`config.mk`:
```
export PLATFORM = sky130hd
export DESIGN_NAME = trigger_multi
export DESIGN_NICKNAME = d
export VERILOG_FILES = /design/src/rtl/trigger_pkg.sv /design/src/rtl/trigger_chan.sv /design/src/rtl/trigger_multi.sv
export SDC_FILE = /design/constraint.sdc
export NUM_CORES = 1
export LEC_CHECK = 0
export BUFFER_PORTS_ARGS = -buffer_cell sky130_fd_sc_hd__buf_2
export CORE_MARGIN = 10
export CORE_UTILIZATION = 51
export DETAILED_ROUTE_END_ITERATION = 8
export PLACE_DENSITY_LB_ADDON = 0.08
export SLEW_MARGIN = 20
export SYNTH_ARGS = -nofsm -noshare
export SYNTH_HDL_FRONTEND = slang
export SYNTH_HIERARCHICAL = 1
export SYNTH_SLANG_ARGS = --single-unit
```
`constraint.sdc`:
```
create_clock -name c -period 5.4 [get_ports c]
set_clock_uncertainty 0.05 [all_clocks]
set_input_delay 1.08 -clock c [delete_from_list [all_inputs] [get_ports c]]
set_output_delay 1.08 -clock c [all_outputs]
set_load 0.02 [all_outputs]
```
`src/rtl/trigger_pkg.sv`:
```
// rtl/trigger_pkg.sv - shared types and constants for the trigger_multi slice
package trigger_pkg;

    typedef enum logic [1:0] {
        IDLE   = 2'd0,
        DELAY  = 2'd1,
        EXPOSE = 2'd2
    } chan_state_t;

    localparam logic MODE_IMU  = 1'b0;
    localparam logic MODE_FREE = 1'b1;

    localparam int DEFAULT_CLK_PER_USEC = 125;

endpackage

```
`src/rtl/trigger_chan.sv`:
```
// rtl/trigger_chan.sv - one trigger/flash channel: shadow timing, FSM, usec and flash counters
module trigger_chan
    import trigger_pkg::*;
#(
    parameter int CNT_W = 16
) (
    input  logic             c,
    input  logic             rst_n,
    input  logic             start,
    input  logic             tick,
    input  logic [CNT_W-1:0] delay_usec,
    input  logic [CNT_W-1:0] exposure_usec,
    input  logic [CNT_W-1:0] flash_usec,
    output logic             trigger,
    output logic             flash,
    output logic             busy
);

    localparam logic [CNT_W-1:0] ONE = CNT_W'(1);

    chan_state_t      state;
    logic [CNT_W-1:0] delay_sh;
    logic [CNT_W-1:0] exposure_sh;
    logic [CNT_W-1:0] flash_sh;
    logic [CNT_W-1:0] usec_cnt;
    logic [CNT_W-1:0] flash_cnt;
    logic [CNT_W-1:0] flash_len;
    logic             enter_expose;
    logic             leave_expose;

    // A zero-delay start enters EXPOSE before the shadow is loaded, so use the live flash width then.
    assign flash_len = start ? flash_usec : flash_sh;
    assign busy      = (state != IDLE) | flash;

    always_comb begin
        enter_expose = 1'b0;
        leave_expose = 1'b0;
        case (state)
            IDLE:    enter_expose = start && (exposure_usec != '0) && (delay_usec == '0);
            DELAY:   enter_expose = tick && (usec_cnt >= delay_sh - ONE);
            EXPOSE:  leave_expose = tick && (usec_cnt >= exposure_sh - ONE);
            default: ;
        endcase
    end

    always_ff @(posedge c or negedge rst_n) begin
        if (!rst_n) begin
            state       <= IDLE;
            delay_sh    <= '0;
            exposure_sh <= '0;
            flash_sh    <= '0;
            usec_cnt    <= '0;
            trigger     <= 1'b0;
        end else begin
            if (start) begin
                delay_sh    <= delay_usec;
                exposure_sh <= exposure_usec;
                flash_sh    <= flash_usec;
            end
            case (state)
                IDLE: begin
                    if (start && (exposure_usec != '0)) begin
                        usec_cnt <= '0;
                        state    <= enter_expose ? EXPOSE : DELAY;
                    end
                end
                DELAY: begin
                    if (enter_expose) begin
                        state    <= EXPOSE;
                        usec_cnt <= '0;
                    end else if (tick) begin
                        usec_cnt <= usec_cnt + ONE;
                    end
                end
                EXPOSE: begin
                    if (leave_expose) begin
                        state    <= IDLE;
                        usec_cnt <= '0;
                    end else if (tick) begin
                        usec_cnt <= usec_cnt + ONE;
                    end
                end
                default: state <= IDLE;
            endcase
            trigger <= enter_expose | (trigger & ~leave_expose);
        end
    end

    always_ff @(posedge c or negedge rst_n) begin
        if (!rst_n) begin
            flash     <= 1'b0;
            flash_cnt <= '0;
        end else if (enter_expose) begin
            flash     <= (flash_len != '0);
            flash_cnt <= '0;
        end else if (flash && tick) begin
            if (flash_cnt >= flash_sh - ONE) begin
                flash <= 1'b0;
            end else begin
                flash_cnt <= flash_cnt + ONE;
            end
        end
    end

endmodule

```
`src/rtl/trigger_multi.sv`:
```
// rtl/trigger_multi.sv - multi-channel camera trigger/flash generator with IMU-sync or free-run framing
module trigger_multi
    import trigger_pkg::*;
#(
    parameter int NCH          = 2,
    parameter int CLK_PER_USEC = DEFAULT_CLK_PER_USEC,
    parameter int CNT_W        = 16,
    parameter int DECIM_W      = 8
) (
    input  logic                 c,
    input  logic                 rst_n,
    input  logic                 enable,
    input  logic                 mode,
    input  logic                 imu_sync,
    input  logic [DECIM_W-1:0]   imu_decim,
    input  logic [CNT_W-1:0]     free_period_usec,
    input  logic [NCH*CNT_W-1:0] delay_usec,
    input  logic [NCH*CNT_W-1:0] exposure_usec,
    input  logic [NCH*CNT_W-1:0] flash_usec,
    output logic [NCH-1:0]       trigger,
    output logic [NCH-1:0]       flash,
    output logic                 frame_start,
    output logic [15:0]          frame_cnt,
    output logic [7:0]           overrun_cnt,
    output logic                 busy
);

    localparam int PRE_W = (CLK_PER_USEC > 1) ? $clog2(CLK_PER_USEC) : 1;
    localparam logic [PRE_W-1:0]   PRE_LAST = PRE_W'(CLK_PER_USEC - 1);
    localparam logic [PRE_W-1:0]   PRE_ONE  = PRE_W'(1);
    localparam logic [DECIM_W-1:0] D_ONE    = DECIM_W'(1);
    localparam logic [CNT_W-1:0]   P_ONE    = CNT_W'(1);

    logic [PRE_W-1:0]   pre;
    logic [DECIM_W-1:0] dcnt;
    logic [CNT_W-1:0]   pcnt;
    logic               enable_q;
    logic               mode_q;
    logic               tick;
    logic               mode_chg;
    logic               period_end;
    logic               raw;
    logic               accept;
    logic               drop;
    logic [NCH-1:0]     chan_busy;

    assign tick       = (pre == PRE_LAST);
    assign mode_chg   = (mode != mode_q);
    assign period_end = (free_period_usec != '0) && (pcnt >= free_period_usec - P_ONE);

    // No raw event in the cycle the mode flips: the source counters are stale until cleared.
    assign raw = !mode_chg && enable &&
                 (((mode == MODE_IMU) && imu_sync && (dcnt == '0)) ||
                  ((mode == MODE_FREE) && tick && period_end));
    assign accept = raw && !busy;
    assign drop   = raw && busy;
    assign busy   = |chan_busy;

    always_ff @(posedge c or negedge rst_n) begin
        if (!rst_n) begin
            pre      <= '0;
            dcnt     <= '0;
            pcnt     <= '0;
            enable_q <= 1'b0;
            mode_q   <= MODE_IMU;
        end else begin
            enable_q <= enable;
            mode_q   <= mode;
            pre      <= (accept || tick) ? '0 : pre + PRE_ONE;
            if (mode_chg || (enable_q && !enable)) begin
                dcnt <= '0;
            end else if ((mode == MODE_IMU) && enable && imu_sync) begin
                dcnt <= (dcnt >= imu_decim) ? '0 : dcnt + D_ONE;
            end
            if (mode_chg) begin
                pcnt <= '0;
            end else if ((mode == MODE_FREE) && tick) begin
                pcnt <= ((free_period_usec == '0) || period_end) ? '0 : pcnt + P_ONE;
            end
        end
    end

    always_ff @(posedge c or negedge rst_n) begin
        if (!rst_n) begin
            frame_start <= 1'b0;
            frame_cnt   <= '0;
            overrun_cnt <= '0;
        end else begin
            frame_start <= accept;
            if (accept) begin
                frame_cnt <= frame_cnt + 16'd1;
            end
            if (drop && (overrun_cnt != 8'hFF)) begin
                overrun_cnt <= overrun_cnt + 8'd1;
            end
        end
    end

    for (genvar i = 0; i < NCH; i++) begin : g_chan
        trigger_chan #(
            .CNT_W(CNT_W)
        ) u_chan (
            .c             (c),
            .rst_n         (rst_n),
            .start         (accept),
            .tick          (tick),
            .delay_usec    (delay_usec[i*CNT_W +: CNT_W]),
            .exposure_usec (exposure_usec[i*CNT_W +: CNT_W]),
            .flash_usec    (flash_usec[i*CNT_W +: CNT_W]),
            .trigger       (trigger[i]),
            .flash         (flash[i]),
            .busy          (chan_busy[i])
        );
    end

endmodule

```
==> impl_results.md, run 1 <==
- Status: complete, no violations
- Drt pass-1 iters: 5
- Hold Crit Class: flop to flop
- Ys Warns: 6
- Yosys cell types: 83
- Clock Pin Slew Worst Setup and Hold Paths: around 0.060 ns
- Drt first-iter violations: 594
- Final WS setup: around 0.21 ns
- R2R cell count: 16
- Post-route core utilization: about three fifths
- Final nets: 2042
- Top_reg_cell synth: dfrtp_1
- Worst setup path class: input port to flop
- Placer congestion estimate: about 0.8
- EDFF count, synth: 0
- Post-layout min period: ~5.2 ns
- Die span in x: 192.8 microns
- Drt drc: 0
- Max-cap violations: 0
- Critical path fanouts, max: 6
- Layout cell share with drive strength beyond 1: 21.51%
- Fin cells: 2182
- Vias in the first global route: about 12000
- Standard-cell rows: 63
- GRT overflow: 0
- Setup crit start: free_period_usec[5]
- Maximum VDD drop: 0.2841 mV
- Hold path cells: 2
- Synthesized area: 15230 sq um
- Leakage: 7.969 nW
- Largest net degree at the start of global routing: 112
- Syn nets: ~1800
- Wirelength, routed: between 30000 and 40000 microns
- H-tree depth: 1
- Ys async rst share: 100.0%
- Via Count: between 10000 and 15000
- RSZ-0062 raised after global routing: no
- Tcrit/Tclk final: a little over nine tenths
- FF-to-FF setup slack: 1.01 ns
- Vias per cell: approximately 5.6
- Core box area: roughly 30000 sq um
- Cells after synthesis: 1574
- Clock latency on the worst-skew pair: 0.54 ns
- Seq/Total Area, Yosys: 37.14%
- Worst setup EP type: flop
- Post-DP HPWL: 28250 microns
- CTS hold repair buffers: 0
- Routed len/inst: 16.80 microns
- Initial antenna violation count: 2
- Achievable clock frequency: 192.8 MHz
- Synth top area cells: dfrtp_1 37%, ha_1 12%, mux2_2 6.4%
- Final Max Tran Viols: 0
- Setup Viol. Count Final: 0
- CTS tree: done
- Fill cell count: 2593
- Clock sink count: 226
- Post-DRT Antenna Nets: 0
- Most common cell in the netlist: dfrtp_1
- Type of origin of the critical path: input port
- Cts bufs inserted: 26
- Post-synth top area share: 37.14%
- Area growth, synth to finish: 16.63%
- Rel. slew slack: 40.37%
- CP Data Required Time: a little under 6 ns
- Pre-CTS setup slack: -0.3105 ns
- Cell area power density: 399.5 nW/um^2
- Maximum root-to-sink buffer count: 3
- Hold Fails Final Rpt: 0
- Starting Density: 51.51%
- Die footprint: 37170 sq um
- Post-Place Cells: roughly 2100
- DIE HEIGHT: a little under 200 microns
- First-pass GRT wire length: between 60000 and 70000 microns
- Synth area leader: dfrtp_1
- Worst EP arrival: 5.56 ns
- Post-CTS Repair Setup Buffers: 0
- Mean post-synth cell area: 9.674 sq um
- Total track usage: 19.69%
- Clock Tree Root: clkbuf_16
- Worst R2R Start: g_chan[0].u_chan/flash_sh[4]
- Port buffer count: 154
- Terminus of the critical flop-to-flop path: g_chan[0].u_chan/flash_cnt[14]
- Crit path to: g_chan[0].u_chan/flash
- Commonest cells in the netlist: 226 x dfrtp_1, 147 x ha_1, 136 x nor2_1
- Post-CTS Resized: 0
- Ports: 155
- Worst-Margin Slew: 0.8944 ns
- Post-synthesis register bit count: around 230
-- routing by layer --
| layer | global-route usage (%) | routed length, microns | up-vias |
|---|---|---|---|
| li1 | - | - | 6155 |
| met1 | 25.58 | 16710 | 5889 |
| met2 | 33.81 | 17890 | 189 |
| met3 | 2.801 | 1276 | 60 |
| met4 | 4.681 | 777 | 0 |
| met5 | 0 | 0 | - |
-- report_power, final --
group	total, W	switching, W	leakage [nW]	internal, W
clock network	0.00195	0.000736	0.457	0.00121
logic	0.00258	0.00132	4.72	0.00126
registers	0.00257	0.000479	2.79	0.00209
-- registers in the layout, indices dropped and copies added (netlist names), 2 cells and up --
name	cells
dcnt	8
frame_cnt	16
g_chan.u_chan/delay_sh	32
g_chan.u_chan/exposure_sh	32
g_chan.u_chan/flash	2
g_chan.u_chan/flash_cnt	32
g_chan.u_chan/flash_sh	32
g_chan.u_chan/state	4
g_chan.u_chan/trigger	2
g_chan.u_chan/usec_cnt	32
overrun_cnt	8
pcnt	16
pre	7
-- final cells by class --
type / count / area (sq um) / area share [%]
multi-input cells: 1237 / 9189 / 51.74
flip-flops and latches: 226 / 5655 / 31.84
repair buffers: 202 / 1179 / 6.637
clock buffers: 34 / 742.0 / 4.178
well taps: 390 / 488.0 / 2.748
inverters: 77 / 289.0 / 1.627
clock inverters: 14 / 212.7 / 1.198
diodes: 2 / 5.005 / 0.02818
-- cells by family after synthesis --
kind of cell / after synthesis / synth area share, %
and+or+nand+nor: 587 / 19.97
buffers and inverters: 111 / 3.081
DFF: 226 / 37.14
xor gates and xnor gates: 154 / 8.858
adders and majority gates: 147 / 12.08
muxes: 95 / 6.993
AOI/OAI and AO/OA: 254 / 11.88
-- cell usage in the layout, fill, tap and decap left out, drive strengths merged, types with 26 or more instances in the layout --
master | Yosys | layout
nor3 | 48 | 48
ha | 147 | 147
a21oi | 50 | 50
dfrtp | 226 | 226
a22o | 26 | 26
xor2 | 59 | 59
mux2 | 88 | 88
nand4 | 48 | 48
clkbuf | 14 | 34
inv | 77 | 78
nand3 | 66 | 66
nor2 | 137 | 137
o21ai | 63 | 63
xnor2 | 95 | 95
nand2 | 130 | 130
nor4 | 58 | 58
buf | 20 | 202
-- worst max-delay path, stage by stage --
cell	delay (ns)
buf_2	0.11
or4_4	0.55
nor3_4	0.25
nand2_2	0.10
nor4_2	0.30
xnor2_1	0.09
ha_1	0.29
nand4_1	0.11
or3_4	0.36
a2111oi_4	0.42
nor3_4	0.08
nand2b_4	0.16
a21oi_4	0.17
buf_12	0.14
buf_4	0.13
mux2_2	0.34
nor4_1	0.39
buf_4	0.18
nand4_1	0.08
o21ba_2	0.22
-- worst min-delay path by stage --
stage | startpoint | to | slack, ns
after floorplan | pre[0] | pre[0] | 0.43
after global placement | g_chan[0].u_chan/trigger | g_chan[0].u_chan/trigger | 0.41
after detailed placement | g_chan[0].u_chan/trigger | g_chan[0].u_chan/trigger | 0.42
after CTS | g_chan[0].u_chan/trigger | g_chan[0].u_chan/trigger | 0.44
after global routing | g_chan[0].u_chan/trigger | g_chan[0].u_chan/trigger | 0.45
final | g_chan[0].u_chan/trigger | g_chan[0].u_chan/trigger | 0.43
-- stage by stage --
stage / setup TNS, ns / hold slack (ns) / power [W] / cell area (sq um)
floorplan: -0.008490 / 0.4256 / 0.004478 / 15350
detailed placement: -6.360 / 0.4219 / 0.005178 / 16800
CTS: 0 / 0.4357 / 0.007173 / 17750
global placement: -3.522 / 0.4085 / 0.005089 / 16800
finish: 0 / 0.4257 / 0.007095 / 17760
global route: 0 / 0.4542 / 0.007676 / 17760
(Power assumes the default switching activity.)
==> run 2, diff against run 1 <==
--- a/config.mk
+++ b/config.mk
@@ -9,7 +9,7 @@
 export CORE_MARGIN = 10
 export CORE_UTILIZATION = 51
 export DETAILED_ROUTE_END_ITERATION = 8
-export PLACE_DENSITY_LB_ADDON = 0.08
+export PLACE_DENSITY = 0.81
 export SLEW_MARGIN = 20
 export SYNTH_ARGS = -nofsm -noshare
 export SYNTH_HDL_FRONTEND = slang
==> run 2 against run 1 <==
  * Sequential power hardly changed
  * Wire length is 2.2% higher
  * Power is 1.0% lower
  * Highest routed layer is now met5
  * Combinational power hardly changed
  * Die area stayed put
  * Hold slack worse by 0.0030 ns
  * First-iteration DRC count is 38% higher
  * Count of clock-buffer cells in the layout is 5 higher
  * Maximum frequency is 2.1% higher
  * Design area is 0.39% lower
  * Sequential share of layout area is 0.12 points higher
  * Final cell count hardly changed
==> impl_results.md, run 2 (synthesis results as in run 1) <==
- Cts bufs inserted: 27
- Tcrit/Tclk final: 94.08%
- Pre-CTS setup slack: -0.2642 ns
- Cell area power density: 396.9 nW/um^2
- Post-route core utilization: about three fifths
- Comb pwr share: 37.2%
- Clock latency on the worst-skew pair: 0.53 ns
- Achievable clock frequency: 196.8 MHz
- Maximum VDD drop: 0.2655 mV
- Post-DRT Antenna Nets: 0
- Worst-Margin Slew: 1.062 ns
- Setup crit start: free_period_usec[5]
- Die footprint: 37170 sq um
- Final nets: 2035
- Number of buffers and inverters on the critical path: 3
- Port buffer count: 154
- Critical path depth in cells: 19
- Critical path fanouts, max: 17
- Via Count: between 10000 and 15000
- Post-layout min period: 5.081 ns
- Total track usage: ~20%
- Drt first-iter violations: a little over 800
- Core box area: 29560 sq um
- Routed len/inst: between 15 and 20 microns
- Initial antenna violation count: 9
- Placer congestion estimate: between 0.8 and 0.9
- DIE HEIGHT: 192.8 microns
- Sw Share: about 36%
- CP Data Required Time: 5.77 ns
- Hold Crit Class: flop to flop
- Clock sink count: 226
- Internal Power: 0.004462 W
- Flop pwr share: 36.5%
- Final Max Tran Viols: 0
- Clock power frac: 26.3%
- Sw power: ~0.0026 W
- H-tree depth: 1
- Worst R2R Start: g_chan[0].u_chan/flash_sh[3]
- First-pass GRT wire length: 63070 microns
- Multi-input logic area: roughly 9000 sq um
- CTS tree: done
- Drt pass-1 iters: 5
- Wirelength, routed: 37450 microns
- Clock Pin Slew Worst Setup and Hold Paths: 0.06 ns
- Die span in x: 192.8 microns
- Post-DP HPWL: 28610 microns
- Leakage: 7.916 nW
- GRT overflow: 0
- Starting Density: 51.51%
- RSZ-0062 raised after global routing: no
- Crit path to: g_chan[1].u_chan/flash
- Terminus of the critical flop-to-flop path: g_chan[0].u_chan/flash_cnt[14]
- FF-to-FF setup slack: 0.98 ns
- Critical-path top delay cell: or4_4
- Cells along the critical path: buf_2, or4_4, nor3_4, nand2_2, nor4_2, xnor2_1, ha_1, nand4_1, or3_4, a2111oi_4, nor3_4, nand2b_4, a21oi_4, buf_12, buf_4, mux2_2, nor4_1, nand4_1, o21ba_1
- Slowest cell delay on critical path: ~0.55 ns
- Standard-cell rows: 63
- Vias in the first global route: 13060
- Hold Fails Final Rpt: 0
- Status: complete, no violations
- Max-cap violations: 0
- Type of origin of the critical path: input port
- Largest net degree at the start of global routing: 128
- Worst setup path class: input port to flop
- Rel. slew slack: 29.09%
- Clock Tree Root: clkbuf_16
- Worst setup EP type: flop
- Post-CTS Resized: 0
- Drt drc: 0
- Setup Viol. Count Final: 0
- Area growth, synth to finish: 16.18%
- Most frequent cells in the layout: 226 x dfrtp_1, 153 x buf_2, 147 x ha_1
- Worst Hold Launch: g_chan[0].u_chan/trigger
- Total power draw: 0.007021 W
- R2R cell count: 16
- Maximum root-to-sink buffer count: 3
- Vias per cell: around 5.8
- Layout cell share with drive strength beyond 1: between 20% and 30%
- Top Family by Delay on Critical Path: simple AND/OR/NAND/NOR gates
- Final WS setup: ~0.32 ns
- Sequential cell area: 5655 sq um
- Commonest non-fill, non-tap cell in the layout: dfrtp_1
- Fill cell count: about 2400
- Worst EP arrival: approximately 5.5 ns
- Ports: 155
-- run 2: cell count changes in the layout (fill, tap and decap cells not counted) --
| cell | before | now |
|---|---|---|
| bufinv_16 | 5 | 2 |
| clkbuf_8 | 4 | 7 |
| a21oi_1 | 47 | 46 |
| buf_4 | 45 | 35 |
| buf_12 | 3 | 5 |
| inv_6 | 1 | 0 |
| a21oi_2 | 2 | 3 |
| diode_2 | 2 | 7 |
| clkbuf_1 | 3 | 5 |
-- run 2: layout make-up --
| cell class | instances | area share, % |
|---|---|---|
| flip-flops and latches | 226 | 31.97 |
| diodes | 7 | 0.09902 |
| clock inverters | 10 | 0.6436 |
| multi-input cells | 1237 | 51.96 |
| well taps | 390 | 2.758 |
| clock buffers | 39 | 4.470 |
| inverters | 77 | 1.634 |
| repair buffers | 194 | 6.464 |
-- run 2: worst min-delay path, stage by stage, from the launching register on --
cell and delay (ns):
dfrtp_1 0.34, nand2_1 0.05, nand2_1 0.05
-- run 2: power groups by stage --
stage,clock [W],combinational (W),sequential [W]
3_5_place_dp,0,0.00259,0.00259
3_3_place_gp,0,0.00243,0.00256
4_1_cts,0.00188,0.00262,0.00256
2_1_floorplan,0,0.00200,0.00247
5_1_grt,0.00195,0.00297,0.00263
6_report,0.00184,0.00261,0.00257
-- run 2: routing by layer --
layer	GRT usage [%]	vias to the layer above	share of wire, %
met2	35.24	286	50
met1	24.66	6125	42
met5	0	-	0.027
met3	3.415	68	5.1
li1	-	6150	-
met4	6.023	2	2.4
-- run 2: what timing repair did --
action,CTS,global route
hold endpoints to repair,0,0
hold buffers,0,0
endpoints found under the setup margin,0,2
buffers inserted,0,1
-- run 2: worst min path at each step --
stage	depth (start not counted)	to	slack, ns
after floorplan	1	pre[0]	0.43
after global placement	2	g_chan[0].u_chan/trigger	0.42
after detailed placement	2	g_chan[0].u_chan/trigger	0.42
after CTS	2	g_chan[0].u_chan/trigger	0.43
after global routing	2	g_chan[0].u_chan/trigger	0.48
final	2	g_chan[0].u_chan/trigger	0.42
-- run 2: metrics by stage --
step                 TNS (ns)  instances  hold WS (ns)  cell area (sq um)
floorplan           -0.008490       1574        0.4256              15350
global placement       -1.510       2122        0.4185              16750
detailed placement     -5.651       2122        0.4158              16750
CTS                         0       2171        0.4297              17650
global route                0       2179        0.4752              17690
finish                      0       2180        0.4227              17690
==> run 3, diff against run 2 <==
--- a/config.mk
+++ b/config.mk
@@ -7,9 +7,9 @@
 export LEC_CHECK = 0
 export BUFFER_PORTS_ARGS = -buffer_cell sky130_fd_sc_hd__buf_2
 export CORE_MARGIN = 10
-export CORE_UTILIZATION = 51
+export CORE_UTILIZATION = 45
 export DETAILED_ROUTE_END_ITERATION = 8
-export PLACE_DENSITY = 0.81
+export PLACE_DENSITY = 0.65
 export SLEW_MARGIN = 20
 export SYNTH_ARGS = -nofsm -noshare
 export SYNTH_HDL_FRONTEND = slang
==> run 3 against run 2 <==
  * Count of clock-buffer cells in the layout increased by 3
  * Critical path type unchanged
  * Largest cell class unchanged
  * Wire length up 1.2%
  * Sequential share of layout area barely moved
  * Clock power down 6%
==> impl_results.md, run 3 (synthesis results as in run 1) <==
- Fin area: 17720 sq um
- Post-DRT Antenna Nets: 0
- Hold Fails Final Rpt: 0
- Post-layout min period: 5.060 ns
- Vias in the first global route: 12680
- DP Area: 16850 sq um
- Die span in x: 204.0 microns
- Routed len/inst: 16.95 microns
- Worst R2R Start: g_chan[0].u_chan/flash_sh[4]
- Setup crit start: free_period_usec[5]
- Cts bufs inserted: 26
- Comb pwr share: a little under two fifths
- Type of origin of the critical path: input port
- Clock Pin Slew Worst Setup and Hold Paths: 0.05 ns
- Total power draw: 0.006890 W
- Worst EP arrival: 5.42 ns
- Maximum VDD drop: approximately 0.26 mV
- Post-DP HPWL: 29520 microns
- Worst-Margin Slew: 1.121 ns
- GRT overflow: 0
- Drt pass-1 iters: 5
- Most frequent cells in the layout: 226 x dfrtp_1, 153 x buf_2, 147 x ha_1
- Port buffer count: around 150
- Clock power frac: 25.1%
- Core box area: 33450 sq um
- Wirelength, routed: ~38000 microns
- Hold WS: 0.4191 ns
- Flop pwr share: about 37%
- Setup Viol. Count Final: 0
- Final nets: 2036
- Max-cap violations: 0
- Final Max Tran Viols: 0
- Leakage: between 7 and 8 nW
- Clock latency on the worst-skew pair: 0.53 ns
- Die footprint: 41600 sq um
- Rel. slew slack: 24.93%
- First-pass GRT wire length: between 60000 and 70000 microns
- Via Count: between 10000 and 15000
- Sw Share: 36.31%
- Standard-cell rows: 67
- Worst setup EP type: flop
- Area growth, synth to finish: 16.34%
- Total track usage: 18.06%
- Maximum root-to-sink buffer count: 3
- Largest net degree at the start of global routing: 104
- Clock sink count: 226
- H-tree depth: 1
- Layout cell share with drive strength beyond 1: 21.09%
- CP Data Required Time: 5.76 ns
- Tcrit/Tclk final: 93.71%
- Achievable clock frequency: 197.6 MHz
- Worst setup path class: input port to flop
- Placer congestion estimate: 0.8204
- Commonest non-fill, non-tap cell in the layout: dfrtp_1
- Ports: 155
- Drt first-iter violations: 657
- RSZ-0062 raised after global routing: no
- Vias per cell: approximately 5.5
- Status: complete, no violations
- CTS tree: done
- Critical path fanouts, max: 12
- Sw power: 0.002502 W
- Hold Crit Class: flop to flop
- Fill cell count: 3000
- Internal Power: 0.004388 W
- Cell area power density: 388.9 nW/um^2
- Clock Tree Root: clkbuf_16
- Drt drc: 0
- Worst Hold Launch: g_chan[0].u_chan/trigger
- Starting Density: around 46%
- DIE HEIGHT: a little over 200 microns
- Initial antenna violation count: 7
## run 3: changes by cell type in the layout (fill, tap and decap cells not counted), sizes merged
cell,previous run,this run
diode,7,4
clkbuf,39,42
buf,194,196
clkinvlp,4,0
clkinv,4,5
bufinv,2,0
## run 3: layout make-up
cell class                      count  area [sq um]  share of cell area (%)
Multi-Input combinational cell   1237          9195                   51.90
Sequential cell                   226          5655                   31.92
Timing Repair Buffer              196          1159                   6.540
Clock buffer                       42         822.0                   4.640
Tap cell                          448         560.5                   3.164
Inverter                           77         289.0                   1.631
Clock inverter                      5         25.02                  0.1413
Antenna cell                        4         10.01                 0.05650
## run 3: per-stage QoR
stage	setup TNS (ns)	setup slack, ns	utilization [%]	instances
floorplan	-0.008490	-0.008490	-	1574
global route	0	0.01924	52.95	2233
finish	0	0.3396	52.96	2235
detailed placement	-9.637	-0.2904	50.38	2184
global placement	-5.099	-0.1430	50.38	2184
CTS	0	0.2667	52.92	2231
## run 3: what timing repair did
action,4_1_cts,5_1_grt
endpoints found under the setup margin,0,1
gates resized for setup,0,1
setup buffers,0,0
hold buffers,0,0
## run 3: routing by layer
metal	track usage (%)	share of wire (%)	wire (microns)
met4	4.258	1.6	609
met3	3.265	4.6	1753
met1	22.90	45	16870
met5	0	0.10	39
met2	31.26	49	18620
## run 3: final timing paths
check,end,slack (ns),depth (start not counted)
setup / recovery,g_chan[1].u_chan/flash,0.34,19
hold / removal,g_chan[0].u_chan/trigger,0.42,2
setup reg to reg,g_chan[0].u_chan/flash_cnt[14],0.94,16
hold reg to reg,g_chan[0].u_chan/trigger,0.42,2
max in group asynchronous,g_chan[0].u_chan/flash_cnt[3],3.78,2
min in group asynchronous,frame_start,0.52,1
## run 3: worst max-delay path, stage by stage
cell       delay (ns)
buf_2            0.11
or4_4            0.55
nor3_4           0.25
nand2_2          0.09
nor4_2           0.29
xnor2_1          0.10
ha_1             0.29
nand4_1          0.10
or3_4            0.36
a2111oi_4        0.43
nor3_4           0.08
nand2b_4         0.16
a21oi_4          0.15
buf_12           0.15
buf_4            0.19
mux2_2           0.36
nor4_1           0.35
nand4_1          0.13
o21ba_1          0.18
## run 3: power groups by stage
stage / logic, W / clock network [W] / registers [W]
floorplan: 0.00200 / 0 / 0.00247
global placement: 0.00248 / 0 / 0.00258
detailed placement: 0.00258 / 0 / 0.00260
CTS: 0.00261 / 0.00178 / 0.00257
global route: 0.00294 / 0.00185 / 0.00264
finish: 0.00259 / 0.00173 / 0.00257
